[src/rtl/step_controller.sv]
`default_nettype none
// ============================================================================
// Module   : step_controller
// Purpose  : Decides on which cycles the single-cycle CPU advances; manual,
//            free-run, burst and run-to-breakpoint modes.
// Revision : 1.0
// ============================================================================
module step_controller #(
    parameter int PC_WIDTH    = 32,
    parameter int COUNT_WIDTH = 16,
    parameter int BURST_WIDTH = 8
) (
    input  logic                   clock,
    input  logic                   reset,
    input  logic [1:0]             mode,
    input  logic                   step_pulse,
    input  logic                   tick,
    input  logic [BURST_WIDTH-1:0] burst_count,
    input  logic [PC_WIDTH-1:0]    breakpoint,
    input  logic                   bp_enable,
    input  logic [PC_WIDTH-1:0]    pc,
    input  logic                   halt_req,
    output logic                   cpu_enable,
    output logic                   cpu_reset,
    output logic [COUNT_WIDTH-1:0] cycle_count,
    output logic [1:0]             state,
    output logic                   halted
);

    typedef enum logic [1:0] {
        S_RESET_SEQ = 2'b00,
        S_IDLE      = 2'b01,
        S_RUN       = 2'b10,
        S_HALTED    = 2'b11
    } state_e;

    state_e                 state_q, state_d;
    logic [1:0]             run_mode_q, run_mode_d;
    logic [BURST_WIDTH-1:0] remaining_q, remaining_d;
    logic                   first_q, first_d;
    logic                   enable_q, enable_d;
    logic                   cpu_reset_q, cpu_reset_d;
    logic [COUNT_WIDTH-1:0] count_q, count_d;
    logic                   halted_q, halted_d;
    logic                   bp_hit;
    logic                   issue_req;

    always_ff @(posedge clock) begin
        if (reset) begin
            state_q     <= S_RESET_SEQ;
            run_mode_q  <= 2'b00;
            remaining_q <= '0;
            first_q     <= 1'b0;
            enable_q    <= 1'b0;
            cpu_reset_q <= 1'b1;
            count_q     <= '0;
            halted_q    <= 1'b0;
        end else begin
            state_q     <= state_d;
            run_mode_q  <= run_mode_d;
            remaining_q <= remaining_d;
            first_q     <= first_d;
            enable_q    <= enable_d;
            cpu_reset_q <= cpu_reset_d;
            count_q     <= count_d;
            halted_q    <= halted_d;
        end
    end

    // first_q masks a breakpoint on the PC a run was started from
    assign bp_hit    = bp_enable && (pc == breakpoint) && !first_q;
    assign issue_req = (run_mode_q == 2'b11) || tick;

    always_comb begin
        state_d     = state_q;
        run_mode_d  = run_mode_q;
        remaining_d = remaining_q;
        first_d     = first_q;
        enable_d    = 1'b0;

        unique case (state_q)
            S_RESET_SEQ: state_d = S_IDLE;
            S_IDLE: begin
                if (step_pulse) begin
                    unique case (mode)
                        2'b00: enable_d = 1'b1;
                        2'b10: begin
                            if (burst_count != '0) begin
                                run_mode_d  = mode;
                                remaining_d = burst_count;
                                first_d     = 1'b1;
                                state_d     = S_RUN;
                            end
                        end
                        default: begin
                            run_mode_d = mode;
                            first_d    = 1'b1;
                            state_d    = S_RUN;
                        end
                    endcase
                end
            end
            S_RUN: begin
                if (halt_req || bp_hit) begin
                    state_d = S_HALTED;
                end else if (step_pulse) begin
                    state_d = S_IDLE;
                end else if (issue_req) begin
                    enable_d = 1'b1;
                    first_d  = 1'b0;
                    if (run_mode_q == 2'b10) begin
                        remaining_d = remaining_q - BURST_WIDTH'(1);
                        if (remaining_q == BURST_WIDTH'(1)) begin
                            state_d = S_IDLE;
                        end
                    end
                end
            end
            S_HALTED: begin
                if (step_pulse) begin
                    state_d = S_IDLE;
                end
            end
            default: state_d = S_IDLE;
        endcase

        cpu_reset_d = (state_d == S_RESET_SEQ);
        halted_d    = (state_d == S_HALTED);
        count_d     = count_q + {{(COUNT_WIDTH-1){1'b0}}, enable_d};
    end

    assign cpu_enable  = enable_q;
    assign cpu_reset   = cpu_reset_q;
    assign cycle_count = count_q;
    assign state       = state_q;
    assign halted      = halted_q;

endmodule
`default_nettype wire

[config.mk]
export PLATFORM = sky130hd
export DESIGN_NAME = step_controller
export DESIGN_NICKNAME = d
export VERILOG_FILES = /design/src/rtl/step_controller.sv
export SDC_FILE = /design/constraint.sdc
export NUM_CORES = 1
export LEC_CHECK = 0
export ABC_AREA = 1
export CORE_MARGIN = 4
export CORE_UTILIZATION = 43
export CTS_CLUSTER_DIAMETER = 200
export DETAILED_ROUTE_END_ITERATION = 8
export GPL_TIMING_DRIVEN = 0
export PLACE_DENSITY = 0.81
export REMOVE_ABC_BUFFERS = 1
export SYNTH_ARGS = -nofsm -noshare
export SYNTH_HDL_FRONTEND = slang
export SYNTH_SLANG_ARGS = --single-unit
[constraint.sdc]
create_clock -name clock -period 2.55 [get_ports clock]
set_input_delay 0.51 -clock clock [delete_from_list [all_inputs] [get_ports clock]]
set_output_delay 0.51 -clock clock [all_outputs]
set_load 0.02 [all_outputs]
Word level (Yosys, flattened, before mapping)
Cells that the tools add are included.
{"block": "totals", "regBits": 32, "latchBits": 0, "ramBits": 0, "romBits": 0, "mem_count": 0}
{"block": "op_classes", "n_addsub": 2, "mul": 0, "div": 0, "n_lt_le_gt_ge": 0, "n_eq_ne": 19, "shift": 0, "n_mux": 33, "bitwise_logic": 1, "reduce_logical": 13}
{"operator": "2-to-1 mux 8 bit", "count": 7}
{"operator": "== test 32 bit", "count": 1}
{"operator": "2-to-1 mux 2 bit", "count": 9}
{"operator": "!= test 2 bit (second input constant)", "count": 9}
{"operator": "adder 16 x 1 -> 16 bit", "count": 1}
{"operator": "case mux 8 bit (2 select lines)", "count": 1}
{"operator": "== test 2 bit (second input constant)", "count": 6}
{"operator": "2-to-1 mux 1 bit", "count": 10}
{"operator": "== test 8 x 1 -> 1 bit (second input constant)", "count": 1}
{"operator": "case mux 2 bit (2 select lines)", "count": 2}
{"operator": "case mux 2 bit (4 select lines)", "count": 1}
{"operator": "AND reduction 8 bit", "count": 1}
{"operator": "nonzero test 8 bit", "count": 1}
{"operator": "subtractor 8 x 1 -> 8 bit (second input constant)", "count": 1}
{"operator": "AND reduction 7 bit", "count": 1}
{"operator": "logical NOT 2 bit", "count": 3}
{"operator": "case mux 1 bit (2 select lines)", "count": 3}
{"operator": "AND reduction 4 bit", "count": 1}
{"operator": "!= test 3 bit (second input constant)", "count": 1}
{"operator": "== test 2 x 1 -> 1 bit (second input constant)", "count": 1}
{"operator": "logical AND 1 bit", "count": 2}
{"operator": "logical OR 1 bit", "count": 2}
{"operator": "nonzero test 2 bit", "count": 1}
{"operator": "logical NOT 1 bit", "count": 1}
{"operator": "inverter 1 bit", "count": 1}

Logic depth before layout (Yosys ltp)
Gate-level depths: netlist of the first run.
{"block": "logic_depth", "word_depth": 8, "ltp_mapped": 22, "mapped_depth_nobuf": 22}

Worst setup path after synthesis of the first run
OpenSTA, ideal clock, no wires.
{"block": "synth_timing", "kind": "input to register", "startpoint": "input port breakpoint[17]", "endpoint": "register count_q[15] (netlist: cycle_count[15])", "t_arrival_ns": 2.164, "setup_slack_ns": 0.256, "path_stages": 22, "path_buffers": 0, "path_cell_list": "inv_1 > nand2_1 > nand2_1 > inv_1 > nand2_1 > nor2_1 > nand2_1 > nor2_2 > nand3_2 > nand4_1 > nand2_1 > nand2_1 > inv_1 > ha_1 > nand4_2 > nor2_2 > nand2_1 > nor2_2 > nand3_2 > nor2_2 > and3_1 > nor3_2"}
{"block": "synth_via", "elab_chain_len": 7}
{"element": "from (decl)", "line_no": "19", "text": "input logic [PC_WIDTH-1:0] breakpoint,"}
{"element": "== test 32 bit", "line_no": "71", "text": "assign bp_hit = bp_enable && (pc == breakpoint) && !first_q;"}
{"element": "logical AND 1 bit (2 in a row)", "line_no": "71"}
{"element": "logical OR 1 bit", "line_no": "104", "text": "if (halt_req || bp_hit) begin"}
{"element": "2-to-1 mux 1 bit", "line_no": "104"}
{"element": "case mux 1 bit (2 select lines)", "line_no": "81", "text": "unique case (state_q)"}
{"element": "named net enable_d", "line_no": "41", "text": "logic enable_q, enable_d;"}
{"element": "adder 16 x 1 -> 16 bit", "line_no": "129", "text": "count_d = count_q + {{(COUNT_WIDTH-1){1'b0}}, enable_d};"}
{"element": "to (signal assigned)", "line_no": "65", "text": "count_q <= count_d;"}
{"element": "to (decl)", "line_no": "43", "text": "logic [COUNT_WIDTH-1:0] count_q, count_d;"}
The timed path passes the listed nets, and every way through them passes these cells.
A chain may end at the register's enable or synchronous reset.

Worst setup path after layout of the first run
{"block": "layout_timing", "startpoint": "input port pc[30]", "endpoint": "register count_q[14] (netlist: cycle_count[14])"}
{"block": "layout_via", "elab_chain_len": 7}
{"element": "from (decl)", "line_no": "21", "text": "input logic [PC_WIDTH-1:0] pc,"}
{"element": "== test 32 bit", "line_no": "71"}
{"element": "logical AND 1 bit (2 in a row)", "line_no": "71"}
{"element": "logical OR 1 bit", "line_no": "104"}
{"element": "2-to-1 mux 1 bit", "line_no": "104"}
{"element": "case mux 1 bit (2 select lines)", "line_no": "81"}
{"element": "named net enable_d", "line_no": "41"}
{"element": "adder 16 x 1 -> 16 bit", "line_no": "129"}
The timed path passes the listed nets, and every way through them passes these cells.

==> results of run 1 <==
-- per-stage QoR --
stage                     cell area [um2]  setup TNS [ps]  setup WS (ps)  hold slack [ps]
after floorplan                      2360               0          261.2            443.9
after global placement               3448           -3017         -463.2            462.2
after detailed placement             3448           -3857         -509.4            471.1
after CTS                            3635               0          13.35            482.4
after global routing                 3695          -36.23         -36.23            514.6
final                                3695               0          135.4            491.9
-- layout make-up --
cell class | count | share of cell area [%]
Multi-Input combinational cell | 282 | 40.47
Timing Repair Buffer | 117 | 28.89
Sequential cell | 32 | 17.34
Inverter | 79 | 8.026
Tap cell | 70 | 2.370
Clock buffer | 6 | 1.964
Clock inverter | 2 | 0.9482
-- metal layers --
| metal | global-route usage, % | vias up | part of all wire, % | routed length, um |
|---|---|---|---|---|
| met5 | 0 | - | 0 | 0 |
| met2 | 37.46 | 80 | 51 | 3735 |
| li1 | - | 1458 | - | - |
| met3 | 4.257 | 19 | 4.5 | 326 |
| met4 | 6.984 | 0 | 2.2 | 164 |
| met1 | 23.16 | 1208 | 42 | 3070 |
-- worst max-delay path: cells and delay by family --
kind | cells | cell delay [ps]
AND/OR/NAND/NOR | 12 | 910
XOR/XNOR | 2 | 330
buffers and inverters | 5 | 510
adder cells (fa/ha/maj) | 2 | 320
-- worst max-delay path by stage --
stage / to / cells past startpoint / slack, ps
2_1_floorplan: cycle_count[15] / 22 / 260
3_3_place_gp: cycle_count[15] / 22 / -460
3_5_place_dp: cycle_count[15] / 22 / -510
4_1_cts: cycle_count[15] / 20 / 10
5_1_grt: cycle_count[14] / 21 / -40
6_report: cycle_count[14] / 21 / 140
-- registers in the layout, indices dropped and copies added (netlist names) --
signal	flops
cpu_enable	1
state	2
halted	1
cycle_count	16
remaining_q	8
first_q	1
cpu_reset	1
run_mode_q	2
-- kinds of logic after synthesis --
family,Yosys count,share of synthesized area (%)
adder cells (fa/ha/maj),10,5.192
AO/OA/AOI/OAI,58,12.57
multiplexers,1,0.4154
flip-flops,32,26.58
buffers and inverters,86,14.38
AND/OR/NAND/NOR,199,35.77
XOR/XNOR,14,5.088
-- cell usage in the layout (no fill, tap or decap), drive strengths merged, types with 2 or more instances in the layout --
| cell type | instances |
|---|---|
| nand2 | 105 |
| inv | 79 |
| nor2 | 61 |
| clkdlybuf4s50 | 34 |
| dfxtp | 32 |
| dlygate4sd2 | 32 |
| a21oi | 29 |
| o21ai | 23 |
| buf | 17 |
| nand3 | 16 |
| clkbuf | 16 |
| clkdlybuf4s15 | 14 |
| dlymetal6s2s | 10 |
| ha | 10 |
| xnor2 | 7 |
| xor2 | 7 |
| nand4 | 6 |
| nor3 | 5 |
| or2 | 2 |
| o21a | 2 |
| nand3b | 2 |
-- where the power goes --
group / total [mW] / switching [mW] / internal (mW) / leakage, nW
Combinational: 0.373 / 0.192 / 0.181 / 1.62
Sequential: 0.544 / 0.0205 / 0.523 / 0.260
Clock: 0.484 / 0.195 / 0.290 / 0.0552
-- repair_timing --
| item | CTS | global route |
|---|---|---|
| setup endpoints to repair | 5 | 16 |
| gates cloned | 0 | 0 |
| gates resized for setup | 71 | 59 |
| setup buffers | 15 | 2 |
| endpoints found under the hold margin | 0 | 0 |
| pin swaps | 45 | 47 |
==> flow_summary.yaml, run 1 <==
worst_setup_path:
  timing.setup.critical_path_class: "in -> reg"
  worstSetupEndpointType: "flop"
  critical_path.reg2reg.startpoint: "state[0]"
  startpoint_type: "input port"
  max_stage_delay_ps: 240
  crit_fanout: 3
  critical-path-slowest-cell: "sky130_fd_sc_hd__dlygate4sd2_1"
  worst_r2r_path_depth: 15
  critPathRequiredTime_ps: 2710
  crit-reg2reg-capture: "cycle_count[15]"
  worst_ep_arrival_time_ps: 2570
  rrSetupSlack_ps: 260
  timing.critical_path.from: "pc[30]"
  crit_top_cell: "sky130_fd_sc_hd__nand2_1"
  worstPathCellList: "dlygate4sd2_1 -> xnor2_1 -> nand2_1 -> nor2_1 -> nand2_1 -> nor2_2 -> nand3_2 -> nand4_1 -> nand2_1 -> nand2_2 -> inv_2 -> ha_4 -> buf_6 -> ha_4 -> nand2_2 -> inv_2 -> nand4_1 -> inv_1 -> nand3_2 -> xor2_1 -> nor2_1"
synthesis:
  synthesis.area_um2: 2410
  netlist_top_cells_count: "102 x sky130_fd_sc_hd__nand2_1, 77 x sky130_fd_sc_hd__inv_1, 55 x sky130_fd_sc_hd__nor2_1, 32 x sky130_fd_sc_hd__dfxtp_1, 29 x sky130_fd_sc_hd__a21oi_1"
  post_synth_inst_count: 400
  yosys-top-cells-area: "sky130_fd_sc_hd__dfxtp_1 27%, sky130_fd_sc_hd__nand2_1 16%, sky130_fd_sc_hd__inv_1 12%"
  postSynth.asyncResetShare_pct: 0
  synth_top_area_cell: "sky130_fd_sc_hd__dfxtp_1"
  dominant_synthesized_flop_cell: "sky130_fd_sc_hd__dfxtp_1"
  synth_enable_flop_cells: 0
  synthesized_area_divided_by_synthesized_cell_count_um2: 6.025
  yosysSeqAreaShare_pct: 26.58
  yosys.cell_types.count: 34
  number_of_synthesized_register_bits: 32
  yosysWarnings: 0
  synth.top_cell.area_share_pct: 26.58
  synth_most_common_cell: "sky130_fd_sc_hd__nand2_1"
place:
  place.gp.congestion: 0.8356
  buffer_ports.inserted: 100
  place_inst: 563
  dp_hpwl_um: 5410
clock_tree:
  cts-root-to-sink-buffers: 2
  tritoncts_num_sinks: 32
  cts.reportedPaths.clkPinSlew_ps: 70
  tritoncts: "yes"
  holdBufCountCts: 0
  clkLatencyLatePin_ps: 280
  tritoncts.num_buffers: 5
  cts.root.buffer_cell: "sky130_fd_sc_hd__clkbuf_8"
  clock_tree.htree_level_count: 2
route:
  wl_per_cell_um: 12.41
  drt-vias-per-instance: 4.702
  num_vias: 2765
  drt_pre_antenna_iters: 5
  drt-total-wl_um: 7297
  drc: 0
  drt.antenna.violating_nets: 0
  drt_iter0_drc: 138
grt:
  overflow: 0
  grt_pass1_wl_um: 12000
  grt_antenna_before_repair: 0
  first_global_vias: 2763
  grt_start_max_net_pins: 21
  global_route.usage.total_pct: 20.40
timing:
  report.final.slew_viol_count: 0
  setup_violations: 0
  period_share_pct: 94.69
  timing.max_slew.rel_slack_pct: 58.51
  finalWorstPathRequiredPeriod_ps: 2415
  fin_worst_skew_ps: 3.746
  timing_hold_violations_final: 0
  fmax_mhz: 414.1
  worst_slew_pin_slew_ps: 621.7
job:
  drv.max_cap_violation_count: 0
min_path:
  worstHoldStart: "run_mode_q[0]"
  worst_hold_path_type: "reg -> reg"
  hold_depth: 2
  hold_path_end: "run_mode_q[0]"
final_layout:
  fin_cells: 588
  antennaDiodeCount: 0
  register_area_um2: 640.6
  multiInputGateArea_um2: 1495
  design.final.nets: 607
  area_growth_pct: 53.32
  drive_above_1_share_pct: 13.32
  fillers: 463
  final_core_util_pct: 70.11
run_status:
  status: "completed"
floorplanning:
  core-area_um2: 5270
  design.portCount: 101
  floorplan.die.width_um: 82.86
  fp.dieArea_um2: 6866
  die_height_um: 82.86
  placementRows: 26
  initial_core_util_pct: 45.73
power_and_ir_drop:
  power.total_mw: 1.401
  vdd_drop_max_uv: 333.2
  total_leakage_power_nw: 1.933
  cellPowerDensity_nw_per_um2: 379.1
No activity file was read; power rests on OpenSTA's default activity.
==> run 2: changes to the inputs <==
CORE_MARGIN = unset   (was 4)
CORE_UTILIZATION = 44   (was 43)
CTS_BUF_LIST = sky130_fd_sc_hd__clkbuf_4   (was unset)
PLACE_DENSITY = 0.82   (was 0.81)
SKIP_CTS_REPAIR_TIMING = 1   (was unset)
==> flow_summary.yaml, run 2 (synthesized netlist as in run 1, its figures left out) <==
route:
  drt-total-wl_um: 7032
  drt_iter0_drc: 85
  drt-vias-per-instance: 4.757
  drc: 0
  drt_pre_antenna_iters: 4
  wl_per_cell_um: 12.23
  drt.antenna.violating_nets: 0
  num_vias: 2735
final_layout:
  area_growth_pct: 57.58
  drive_above_1_share_pct: 11.11
  fillers: 438
  largest_register_ffs: 16
  design.final.nets: 593
  layout.cells.most_common_list: "97 x sky130_fd_sc_hd__nand2_1, 68 x sky130_fd_sc_hd__inv_1, 64 x sky130_fd_sc_hd__dlymetal6s2s_1"
  layout_commonest_cell: "sky130_fd_sc_hd__nand2_1"
min_path:
  worst_hold_path_type: "reg -> reg"
  worstHoldStart: "first_q"
  hold_path_end: "first_q"
  hold_depth: 2
worst_setup_path:
  critical_path.reg2reg.startpoint: "state[0]"
  rrSetupSlack_ps: 200
  worst_r2r_path_depth: 15
  worstPathCellList: "clkdlybuf4s50_1 -> nand2_1 -> nor2_1 -> nand2_1 -> nor2_2 -> nand3_2 -> nand4_1 -> nand2_1 -> nand2_2 -> inv_2 -> ha_4 -> ha_2 -> nand2_2 -> inv_2 -> nand4_1 -> buf_4 -> xor2_1 -> nor2_1"
  timing.setup.critical_path_class: "in -> reg"
  worstSetupEndpointType: "flop"
  crit_fanout: 4
  crit-reg2reg-capture: "cycle_count[15]"
  worst_ep_arrival_time_ps: 2640
  max_stage_delay_ps: 460
  critical-path-slowest-cell: "sky130_fd_sc_hd__clkdlybuf4s50_1"
  startpoint_type: "input port"
  crit_top_cell: "sky130_fd_sc_hd__nand2_1"
  critPathRequiredTime_ps: 2750
grt:
  grt_start_max_net_pins: 21
  overflow: 0
  first_global_vias: 2548
  global_route.usage.total_pct: 22.36
  grt_pass1_wl_um: 10610
  grt_antenna_before_repair: 1
place:
  dp_hpwl_um: 5016
  buffer_ports.inserted: 100
  place.gp.congestion: 0.8004
clock_tree:
  clock_tree.htree_level_count: 2
  cts.reportedPaths.clkPinSlew_ps: 100
  cts.root.buffer_cell: "sky130_fd_sc_hd__clkbuf_4"
  tritoncts_num_sinks: 32
  cts-root-to-sink-buffers: 2
  tritoncts: "yes"
  clkLatencyLatePin_ps: 330
  tritoncts.num_buffers: 5
job:
  drv.max_cap_violation_count: 0
run_status:
  status: "completed"
floorplanning:
  initial_core_util_pct: 46.30
  placementRows: 26
  die_height_um: 76.01
  design.portCount: 101
  fp.dieArea_um2: 5777
  floorplan.die.width_um: 76.01
  core-area_um2: 5205
timing:
  timing.max_slew.rel_slack_pct: 58.26
  timing_hold_violations_final: 0
  report.final.slew_viol_count: 0
  fmax_mhz: 409.8
  tns_ps: 0
  worst_slew_pin_slew_ps: 625.4
  setup_violations: 0
  period_share_pct: 95.71
  finalWorstPathRequiredPeriod_ps: 2441
  fin_worst_skew_ps: 2.701
power_and_ir_drop:
  total_leakage_power_nw: 2.293
  power.total_mw: 1.329
  vdd_drop_max_uv: 294.6
  cellPowerDensity_nw_per_um2: 350.1
-- run 2: metrics by stage --
step / setup WS [ps] / cell area (um2) / utilization (%) / cells / hold slack [ps]
6_report: 109.5 / 3797 / 72.96 / 575 / 485.1
5_1_grt: -28.50 / 3797 / 72.96 / 575 / 512.6
4_1_cts: -144.7 / 3528 / 67.79 / 571 / 489.1
3_5_place_dp: -504.3 / 3448 / 66.25 / 563 / 474.7
3_3_place_gp: -432.3 / 3448 / 66.25 / 563 / 462.4
2_1_floorplan: 261.2 / 2360 / - / 393 / 443.9
-- run 2: layer usage --
layer	vias to the layer above	track usage (%)	share of wire [%]
met1	1214	23.95	40
li1	1429	-	-
met2	71	42.55	52
met3	21	5.269	4.9
met5	-	0	0
met4	0	7.692	3.1
-- run 2: where the power goes --
group	internal [mW]	switching, mW	total (mW)
registers	0.523	0.0201	0.543
clock network	0.216	0.177	0.393
logic	0.199	0.194	0.393
total	0.938	0.391	1.33
-- run 2: worst max-delay path by stage --
| stage | from | slack [ps] | end | depth (start not counted) |
|---|---|---|---|---|
| after floorplan | breakpoint[17] | 260 | cycle_count[15] | 22 |
| after global placement | breakpoint[11] | -430 | cycle_count[15] | 22 |
| after detailed placement | pc[11] | -500 | cycle_count[15] | 23 |
| after CTS | breakpoint[29] | -140 | cycle_count[14] | 23 |
| after global routing | bp_enable | -30 | cycle_count[12] | 18 |
| final | bp_enable | 110 | cycle_count[12] | 18 |
-- run 2: final cells by class --
class,count,area (um2),area share [%]
Multi-Input combinational cell,282,1506,39.67
Timing Repair Buffer,103,1184,31.17
Sequential cell,32,640.6,16.87
Inverter,79,296.5,7.809
Tap cell,70,87.58,2.306
Clock buffer,6,45.04,1.186
Clock inverter,2,35.03,0.9226
Antenna cell,1,2.502,0.06590
-- run 2: worst max-delay path, delay by kind of cell --
| family | cells | cell delay, ps |
|---|---|---|
| XOR/XNOR | 1 | 170 |
| buffers and inverters | 4 | 680 |
| AND/OR/NAND/NOR | 11 | 940 |
| adder cells (fa/ha/maj) | 2 | 360 |
